## src/rtl/pe_array_scheduler.sv

```systemverilog
// Sequences a PE array through sum, average, background-removal and Ack release phases,
// driving the shared expected-colour bus and all PE strobes.
module pe_array_scheduler #(
  parameter int NUM_PE        = 4,
  parameter int PIXELS_PER_PE = 1,
  parameter int SUM_W         = 8 * PIXELS_PER_PE,
  parameter int TIMEOUT       = 1024
) (
  input  logic                      Clk,
  input  logic                      Reset,
  input  logic                      Start,
  input  logic                      Use_Host_Exp,
  input  logic [7:0]                host_r,
  input  logic [7:0]                host_g,
  input  logic [7:0]                host_b,
  input  logic [NUM_PE-1:0]         pe_qi,
  input  logic [NUM_PE-1:0]         pe_qsd,
  input  logic [NUM_PE-1:0]         pe_qbgd,
  input  logic [SUM_W*NUM_PE-1:0]   red_sum_bus,
  input  logic [SUM_W*NUM_PE-1:0]   green_sum_bus,
  input  logic [SUM_W*NUM_PE-1:0]   blue_sum_bus,
  output logic                      Start_Sum,
  output logic                      Start_BgRemoval,
  output logic                      Ack,
  output logic [7:0]                red_exp,
  output logic [7:0]                green_exp,
  output logic [7:0]                blue_exp,
  output logic                      Busy,
  output logic                      Done,
  output logic                      Error
);

  localparam int ACC_W = SUM_W + $clog2(NUM_PE) + 1;
  localparam int SHIFT = $clog2(NUM_PE * PIXELS_PER_PE);
  localparam int IDX_W = (NUM_PE > 1) ? $clog2(NUM_PE) : 1;
  localparam int CNT_W = $clog2(TIMEOUT + 1);
  localparam logic [IDX_W-1:0] LAST_IDX = IDX_W'(NUM_PE - 1);
  localparam logic [CNT_W-1:0] CNT_LAST = CNT_W'(TIMEOUT - 1);

  typedef enum logic [3:0] {
    IDLE, SUM_GO, SUM_WAIT, SUM_COLLECT, SUM_ACK, SUM_REL, AVG,
    BG_GO, BG_WAIT, BG_ACK, BG_REL, FINISH, ERR
  } state_t;

  state_t           state;
  logic [ACC_W-1:0] red_acc, green_acc, blue_acc;
  logic [IDX_W-1:0] idx;
  logic [CNT_W-1:0] cnt;
  logic             timed_out;

  logic [SUM_W-1:0] red_sum   [NUM_PE];
  logic [SUM_W-1:0] green_sum [NUM_PE];
  logic [SUM_W-1:0] blue_sum  [NUM_PE];

  for (genvar k = 0; k < NUM_PE; k++) begin : g_slice
    assign red_sum[k]   = red_sum_bus[k*SUM_W +: SUM_W];
    assign green_sum[k] = green_sum_bus[k*SUM_W +: SUM_W];
    assign blue_sum[k]  = blue_sum_bus[k*SUM_W +: SUM_W];
  end

  assign timed_out = (cnt == CNT_LAST);

  // Mean over all pixels of the array, clipped to the 8-bit colour range.
  function automatic logic [7:0] avg_sat(input logic [ACC_W-1:0] acc);
    logic [ACC_W-1:0] q;
    q = acc >> SHIFT;
    if (q > ACC_W'(255)) return 8'hFF;
    return q[7:0];
  endfunction

  always_ff @(posedge Clk or negedge Reset) begin
    if (!Reset) begin
      state           <= IDLE;
      Start_Sum       <= 1'b0;
      Start_BgRemoval <= 1'b0;
      Ack             <= 1'b0;
      Busy            <= 1'b0;
      Done            <= 1'b0;
      Error           <= 1'b0;
      red_exp         <= '0;
      green_exp       <= '0;
      blue_exp        <= '0;
      red_acc         <= '0;
      green_acc       <= '0;
      blue_acc        <= '0;
      idx             <= '0;
      cnt             <= '0;
    end else begin
      Start_Sum       <= 1'b0;
      Start_BgRemoval <= 1'b0;
      Ack             <= 1'b0;
      Done            <= 1'b0;
      case (state)
        IDLE: begin
          if (Start && (&pe_qi)) begin
            Busy  <= 1'b1;
            Error <= 1'b0;
            if (Use_Host_Exp) begin
              red_exp         <= host_r;
              green_exp       <= host_g;
              blue_exp        <= host_b;
              Start_BgRemoval <= 1'b1;
              state           <= BG_GO;
            end else begin
              Start_Sum <= 1'b1;
              state     <= SUM_GO;
            end
          end
        end
        SUM_GO: begin
          red_acc   <= '0;
          green_acc <= '0;
          blue_acc  <= '0;
          idx       <= '0;
          cnt       <= '0;
          state     <= SUM_WAIT;
        end
        SUM_WAIT: begin
          if (&pe_qsd) begin
            state <= SUM_COLLECT;
          end else if (timed_out) begin
            Error <= 1'b1;
            Ack   <= 1'b1;
            state <= ERR;
          end else begin
            cnt <= cnt + 1'b1;
          end
        end
        SUM_COLLECT: begin
          red_acc   <= red_acc   + ACC_W'(red_sum[idx]);
          green_acc <= green_acc + ACC_W'(green_sum[idx]);
          blue_acc  <= blue_acc  + ACC_W'(blue_sum[idx]);
          idx       <= idx + 1'b1;
          if (idx == LAST_IDX) begin
            Ack   <= 1'b1;
            state <= SUM_ACK;
          end
        end
        SUM_ACK: begin
          cnt   <= '0;
          state <= SUM_REL;
        end
        SUM_REL: begin
          if (&pe_qi) begin
            state <= AVG;
          end else if (timed_out) begin
            Error <= 1'b1;
            Ack   <= 1'b1;
            state <= ERR;
          end else begin
            cnt <= cnt + 1'b1;
          end
        end
        AVG: begin
          red_exp         <= avg_sat(red_acc);
          green_exp       <= avg_sat(green_acc);
          blue_exp        <= avg_sat(blue_acc);
          Start_BgRemoval <= 1'b1;
          state           <= BG_GO;
        end
        BG_GO: begin
          cnt   <= '0;
          state <= BG_WAIT;
        end
        BG_WAIT: begin
          if (&pe_qbgd) begin
            Ack   <= 1'b1;
            state <= BG_ACK;
          end else if (timed_out) begin
            Error <= 1'b1;
            Ack   <= 1'b1;
            state <= ERR;
          end else begin
            cnt <= cnt + 1'b1;
          end
        end
        BG_ACK: begin
          cnt   <= '0;
          state <= BG_REL;
        end
        BG_REL: begin
          if (&pe_qi) begin
            Done  <= 1'b1;
            state <= FINISH;
          end else if (timed_out) begin
            Error <= 1'b1;
            Ack   <= 1'b1;
            state <= ERR;
          end else begin
            cnt <= cnt + 1'b1;
          end
        end
        FINISH: begin
          Busy  <= 1'b0;
          state <= IDLE;
        end
        ERR: begin
          Busy  <= 1'b0;
          state <= IDLE;
        end
        default: state <= IDLE;
      endcase
    end
  end

endmodule

```

## config.mk

```make
export PLATFORM = sky130hd
export DESIGN_NAME = pe_array_scheduler
export DESIGN_NICKNAME = d
export VERILOG_FILES = /design/src/rtl/pe_array_scheduler.sv
export SDC_FILE = /design/constraint.sdc
export NUM_CORES = 1
export LEC_CHECK = 0
export ABC_CLOCK_PERIOD_IN_PS = 3500
export CAP_MARGIN = 20
export CORE_ASPECT_RATIO = 0.9
export CORE_MARGIN = 4
export CORE_UTILIZATION = 44
export CTS_CLUSTER_DIAMETER = 30
export DETAILED_ROUTE_END_ITERATION = 8
export PLACE_DENSITY = 0.77
export SYNTH_ARGS = -nofsm -noshare
export SYNTH_HDL_FRONTEND = slang
export SYNTH_SLANG_ARGS = --single-unit
```

## constraint.sdc

```tcl
create_clock -name Clk -period 3.5 [get_ports Clk]
set_clock_uncertainty 0.2 [all_clocks]
set_input_delay 0.875 -clock Clk [delete_from_list [all_inputs] [get_ports Clk]]
set_output_delay 0.875 -clock Clk [all_outputs]
set_load 0.01 [all_outputs]
```

==> results of run 1 <==
## final cells by class
| cell class | count | area share |
|---|---|---|
| clock inverters | 7 | 0.0131 |
| multi-input cells | 464 | 0.436 |
| repair buffers | 186 | 0.235 |
| well taps | 160 | 0.0256 |
| flip-flops and latches | 80 | 0.256 |
| clock buffers | 9 | 0.0288 |
| inverters | 13 | 0.00623 |
## power by group through the flow
stage               registers, µW  clock network (µW)  logic, µW
finish                       1610                1040       3410
global route                 1670                1110       3770
CTS                          1610                1060       3370
detailed placement           1620                   0       3350
global placement             1600                   0       3190
floorplan                    1470                   0       2410
## through the flow
step | instances | power, µW | area [µm²] | setup TNS, ns
finish | 919 | 6060 | 7830 | 0
global route | 919 | 6540 | 7830 | 0
detailed placement | 901 | 4970 | 7450 | -2.10
global placement | 901 | 4790 | 7450 | -1.40
CTS | 917 | 6030 | 7780 | 0
floorplan | 594 | 3880 | 5630 | 0
## layer usage
layer,track usage,vias to the layer above,share of wire
li1,-,2585,-
met1,0.304,2678,0.43
met2,0.370,280,0.48
met3,0.0386,29,0.072
met4,0.0836,0,0.018
met5,0,-,0
## final timing paths
kind	startpoint	to	cells after the start
setup / recovery	blue_sum_bus[0]	blue_acc[6]	9
max in group asynchronous	Reset	cnt[10]	2
hold reg to reg	green_exp[7]	green_exp[7]	2
hold / removal	Reset	Start_Sum	1
min in group Clk	green_exp[7]	green_exp[7]	2
setup reg to reg	idx[0]	red_acc[9]	8
## state kept, by name (all words and copies together), names as in the netlist, 2 cells and up
register / count
cnt: 11
green_exp: 8
blue_exp: 8
red_exp: 8
red_acc: 11
blue_acc: 11
state: 4
idx: 2
green_acc: 11
## synth_stat cells (all sizes together) (5+ instances only)
master,number
o21bai,5
clkbuf,23
and2,5
inv,13
or4,9
nor2,16
mux4,24
xor2,5
xnor2,8
a31oi,8
a21oi,35
ha,26
nor4b,5
a211oi,6
nor3,11
nand3,11
o21ai,94
nor3b,5
a21o,8
mux2i,7
nand4,7
nand2,65
or3,28
a22o,9
dfrtp,80
buf,14
nor2b,5
o31ai,8
## logic make-up (layout without fill, tap and decap cells)
kind of cell               count (synthesis)  in the layout
xor gates and xnor gates                  13             13
muxes                                     31             31
AOI/OAI and AO/OA                        201            201
buffers and inverters                     50            215
adders and majority gates                 29             29
and+or+nand+nor                          190            190
DFF                                       80             80
## what timing repair did
item                       CTS  global route
setup endpoints to repair    0             3
gates resized for setup      0             1
hold buffers                 0             0
## worst max-delay path: stages
cell	delay (ns)
clkdlybuf4s50_1	0.41
mux4_2	0.46
ha_1	0.23
fa_1	0.42
a21o_1	0.20
a21oi_1	0.25
o21bai_1	0.13
or4_1	0.41
nand3_1	0.09
==> results.json, run 1 <==
{
  "synthSimpleGateAreaFrac": 0.186,
  "internal-power_uw": 3510,
  "r2r_slack_ns": 0.29,
  "port_buffers": 165,
  "grt_pass1_vias": 5599,
  "period_needed_ns": 3.41,
  "cap_violations": 0,
  "synthDistinctLibCells": 66,
  "grt_overflow": 0,
  "hp-class": "input port to asynchronous set/reset pin",
  "clockPowerShare": 0.172,
  "wl_per_cell_um": 17.8,
  "cp_max_fo": 3,
  "final-seq-area_um2": 2000,
  "period_share": 0.974,
  "syn_avg_cell_area_um2": 9.48,
  "place.gp.congestion": 0.909,
  "drt_wl_total_mm": 16.4,
  "grtUsageTotal": 0.226,
  "fmax_mhz": 293,
  "syn_nets": 759,
  "synth_warnings": 0,
  "grt_start_max_net_pins": 81,
  "synthXorXnorAreaFrac": 0.0202,
  "numCtsBuffers": 9,
  "drc": 0,
  "seqPwrFrac": 0.266,
  "critPathRequiredTime_ns": 3.57,
  "area_delta_synth_final_pct": 39.1,
  "syn-cell-area_um2": 5630,
  "final_cell_mix": "clkdlybuf4s50_1, dfrtp_1, o21ai_0, nand2_1, a21oi_1",
  "drive_gt1_frac": 0.0975,
  "synth_compound_area_frac": 0.220,
  "final_core_util": 0.638,
  "worst-slew-pin-transition_ns": 0.804,
  "cts_sinks": 80,
  "antenna_found_initial": 0,
  "ios": 166,
  "start_util": 0.459,
  "combPwrFrac": 0.562,
  "first_iter_violations": 509,
  "p_sw_frac": 0.421,
  "clock_latency_ns": 0.34,
  "synth_top_family_by_area": "compound AO/OA/AOI/OAI gates",
  "async_flop_share": 1.00,
  "netlist_instances": 594,
  "grt_first_pass_wirelength_mm": 26.9,
  "slew_violations": 0,
  "synth-adder-area-share": 0.0685,
  "synth_flop_cell": "dfrtp_1",
  "hold-worst-slack_ns": 0.266,
  "status": "finished clean",
  "worstSetupPathType": "input port to register",
  "first_pass_iters": 6,
  "synth_edf_count": 0,
  "dieArea_um2": 14700,
  "die_h_um": 115,
  "setup_violations": 0,
  "synth_largest_area_cell": "dfrtp_1",
  "power_density_nw_per_um2": 774,
  "start_kind": "input port",
  "fin_ws_ns": 0.0905,
  "ant_nets": 0,
  "synth_seq_area_share": 0.356,
  "viasPerCell": 6.06,
  "leakagePower_uw": 0.00323,
  "cp-end-kind": "register",
  "synth_top_area_share": 0.356,
  "rsz0062_at_grt": "false",
  "hold_viol": 0,
  "htree_levels": 3,
  "cts_root_buffer": "clkbuf_16",
  "vias": 5572,
  "synth.area.top_cells": "dfrtp_1, mux4_2, o21ai_0, ha_1, nand2_1",
  "arrival_ns": 3.48,
  "synth_mux_area_frac": 0.108,
  "ys_ff_latch": 80,
  "dp_hpwl_mm": 12.8,
  "slew_headroom": 0.463,
  "ir_drop_v": 0.000310,
  "num_rows": 38,
  "cts_setup_buffers": 0,
  "coreArea_um2": 12300,
  "cts.clk_slew.worst_paths_ns": 0.06,
  "post-place-ws_ns": -0.302,
  "cts_tree": "built",
  "fill_cells": 980,
  "final_common_cell": "clkdlybuf4s50_1",
  "multiInputGateArea_um2": 3410,
  "nNetsFinal": 919,
  "switching_power_uw": 2550,
  "die_x_um": 127,
  "antenna_cells": 0,
  "cts.path.max_buffers": 2
}
Power figures use the tool's default switching activity.
==> run 2: changes to the inputs <==
GPL_TIMING_DRIVEN = 0   (was default)
==> run 2 against run 1 <==
  * Global-route usage is 1.3 points higher
  * Largest cell class unchanged
  * Power up 0.21%
  * Critical path depth stayed put
  * Count of clock-buffer cells in the layout up 1
  * Sequential share of layout area about the same
  * Clock power shrank 7%
==> results.json, run 2 (same netlist as run 1, synthesis figures left out) <==
{
  "drive_gt1_frac": 0.0890,
  "max_stage_delay_ns": 0.48,
  "drc": 0,
  "regToRegStartpoint": "idx[0]",
  "numCtsBuffers": 9,
  "rsz0062_at_grt": "false",
  "final_cell_mix": "clkdlybuf4s50_1, dfrtp_1, o21ai_0, nand2_1, a21oi_1",
  "slew_headroom": 0.545,
  "seqPwrFrac": 0.244,
  "cts_setup_buffers": 0,
  "ir_drop_v": 0.000351,
  "final_core_util": 0.638,
  "vias": 5562,
  "grt_first_pass_wirelength_mm": 28.2,
  "port_buffers": 165,
  "place.gp.congestion": 0.907,
  "rr_endpoint": "green_acc[6]",
  "drt_wl_total_mm": 17.4,
  "arrival_ns": 3.48,
  "hold_viol": 0,
  "nNetsFinal": 935,
  "die_x_um": 127,
  "viasPerCell": 5.95,
  "worst-slew-pin-transition_ns": 0.679,
  "cts.clk_slew.worst_paths_ns": 0.07,
  "dp_hpwl_mm": 13.9,
  "combPwrFrac": 0.598,
  "clock_latency_ns": 0.35,
  "fmax_mhz": 294,
  "first_iter_violations": 365,
  "hold_buffers": 0,
  "area_delta_synth_final_pct": 39.1,
  "cts_sinks": 80,
  "period_share": 0.970,
  "cp-end-kind": "register",
  "htree_levels": 3,
  "cap_violations": 0,
  "multiInputGateArea_um2": 3410,
  "antenna_cells": 0,
  "crit_chain": "clkdlybuf4s50_1 -> mux4_2 -> ha_1 -> fa_1 -> a21o_1 -> a21oi_2 -> o21bai_1 -> or4b_1 -> nand3_1",
  "die_h_um": 115,
  "r2r_slack_ns": 0.17,
  "start_kind": "input port",
  "internal-power_uw": 3440,
  "worst_path_max_delay_cell": "or4b_1",
  "num_rows": 38,
  "worstSetupPathType": "input port to register",
  "grt_pass1_vias": 5676,
  "hp-class": "input port to asynchronous set/reset pin",
  "fill_cells": 1018,
  "clockPowerShare": 0.158,
  "slew_violations": 0,
  "start_util": 0.459,
  "grt_start_max_net_pins": 69,
  "dpl.cell_count": 920,
  "cts_tree": "built",
  "cp_max_fo": 3,
  "fin_tns_setup_ns": 0,
  "stdcell_count": 935,
  "final-seq-area_um2": 2000,
  "leakagePower_uw": 0.00320,
  "final_common_cell": "clkdlybuf4s50_1",
  "cts.path.max_buffers": 2,
  "status": "finished clean",
  "coreArea_um2": 12300,
  "switching_power_uw": 2630,
  "worst-r2r-cell-count": 10,
  "dieArea_um2": 14700,
  "power_density_nw_per_um2": 775,
  "grt_overflow": 0,
  "critPathRequiredTime_ns": 3.58,
  "period_needed_ns": 3.40,
  "wl_per_cell_um": 18.6,
  "first_pass_iters": 5,
  "ant_nets": 0,
  "ios": 166,
  "fin_ws_ns": 0.103,
  "p_sw_frac": 0.433,
  "post-place-ws_ns": -0.326,
  "antenna_found_initial": 0,
  "grtUsageTotal": 0.239,
  "cts_root_buffer": "clkbuf_16",
  "setup_violations": 0
}
## run 2: cell types whose count changed in the layout (fill, tap and decap cells not counted), sizes merged
cell      delta
inv          -3
bufinv       -1
buf          -6
clkinvlp     +3
clkbuf      +23
## run 2: what timing repair did
action	CTS	global route
gates cloned	0	0
resized for setup	5	7
setup endpoints to repair	6	10
## run 2: power groups by stage
| stage | combinational (µW) | clock (µW) | sequential, µW |
|---|---|---|---|
| after floorplan | 2410 | 0 | 1470 |
| after global placement | 3410 | 0 | 1470 |
| after detailed placement | 3560 | 0 | 1480 |
| after CTS | 3600 | 960 | 1460 |
| after global routing | 3990 | 1010 | 1520 |
| final | 3630 | 962 | 1480 |
## run 2: cell type report
class / count / share of cell area
plain buffers: 36 / 0.0251
clock buffers: 10 / 0.0292
clock inverters: 6 / 0.00895
inverters: 13 / 0.00623
multi-input cells: 464 / 0.435
flip-flops and latches: 80 / 0.256
well taps: 160 / 0.0256
repair buffers: 166 / 0.214
## run 2: worst max path at each step
stage          slack [ns]  depth (start not counted)         startpoint            to
6_report             0.10                          9  green_sum_bus[24]  green_acc[6]
2_1_floorplan        0.17                         10             idx[0]  green_acc[6]
3_3_place_gp        -1.49                          1              Reset    red_acc[0]
3_5_place_dp        -0.33                          9  green_sum_bus[24]  green_acc[6]
4_1_cts            -0.005                          9             idx[0]    red_acc[6]
5_1_grt             0.004                          9    blue_sum_bus[0]   blue_acc[6]
## run 2: per-stage QoR
step	area, µm²	power, µW	hold WS, ns
floorplan	5630	3880	0.262
global placement	7480	4870	0.271
detailed placement	7510	5040	0.280
CTS	7820	6030	0.184
global route	7830	6520	0.194
finish	7830	6070	0.182
## run 2: routing by layer
metal / up-vias / part of all wire / track usage
met5: - / 0 / 0
met4: 0 / 0.019 / 0.0865
met3: 27 / 0.062 / 0.0353
met2: 225 / 0.47 / 0.392
met1: 2688 / 0.45 / 0.325
li1: 2622 / - / -
## run 2: worst max-delay path, delay by kind of cell
kind	cells	cell delay [ns]
and+or+nand+nor	2	0.58
adders and majority gates	2	0.65
buffers and inverters	1	0.39
AOI/OAI and AO/OA	3	0.51
muxes	1	0.47
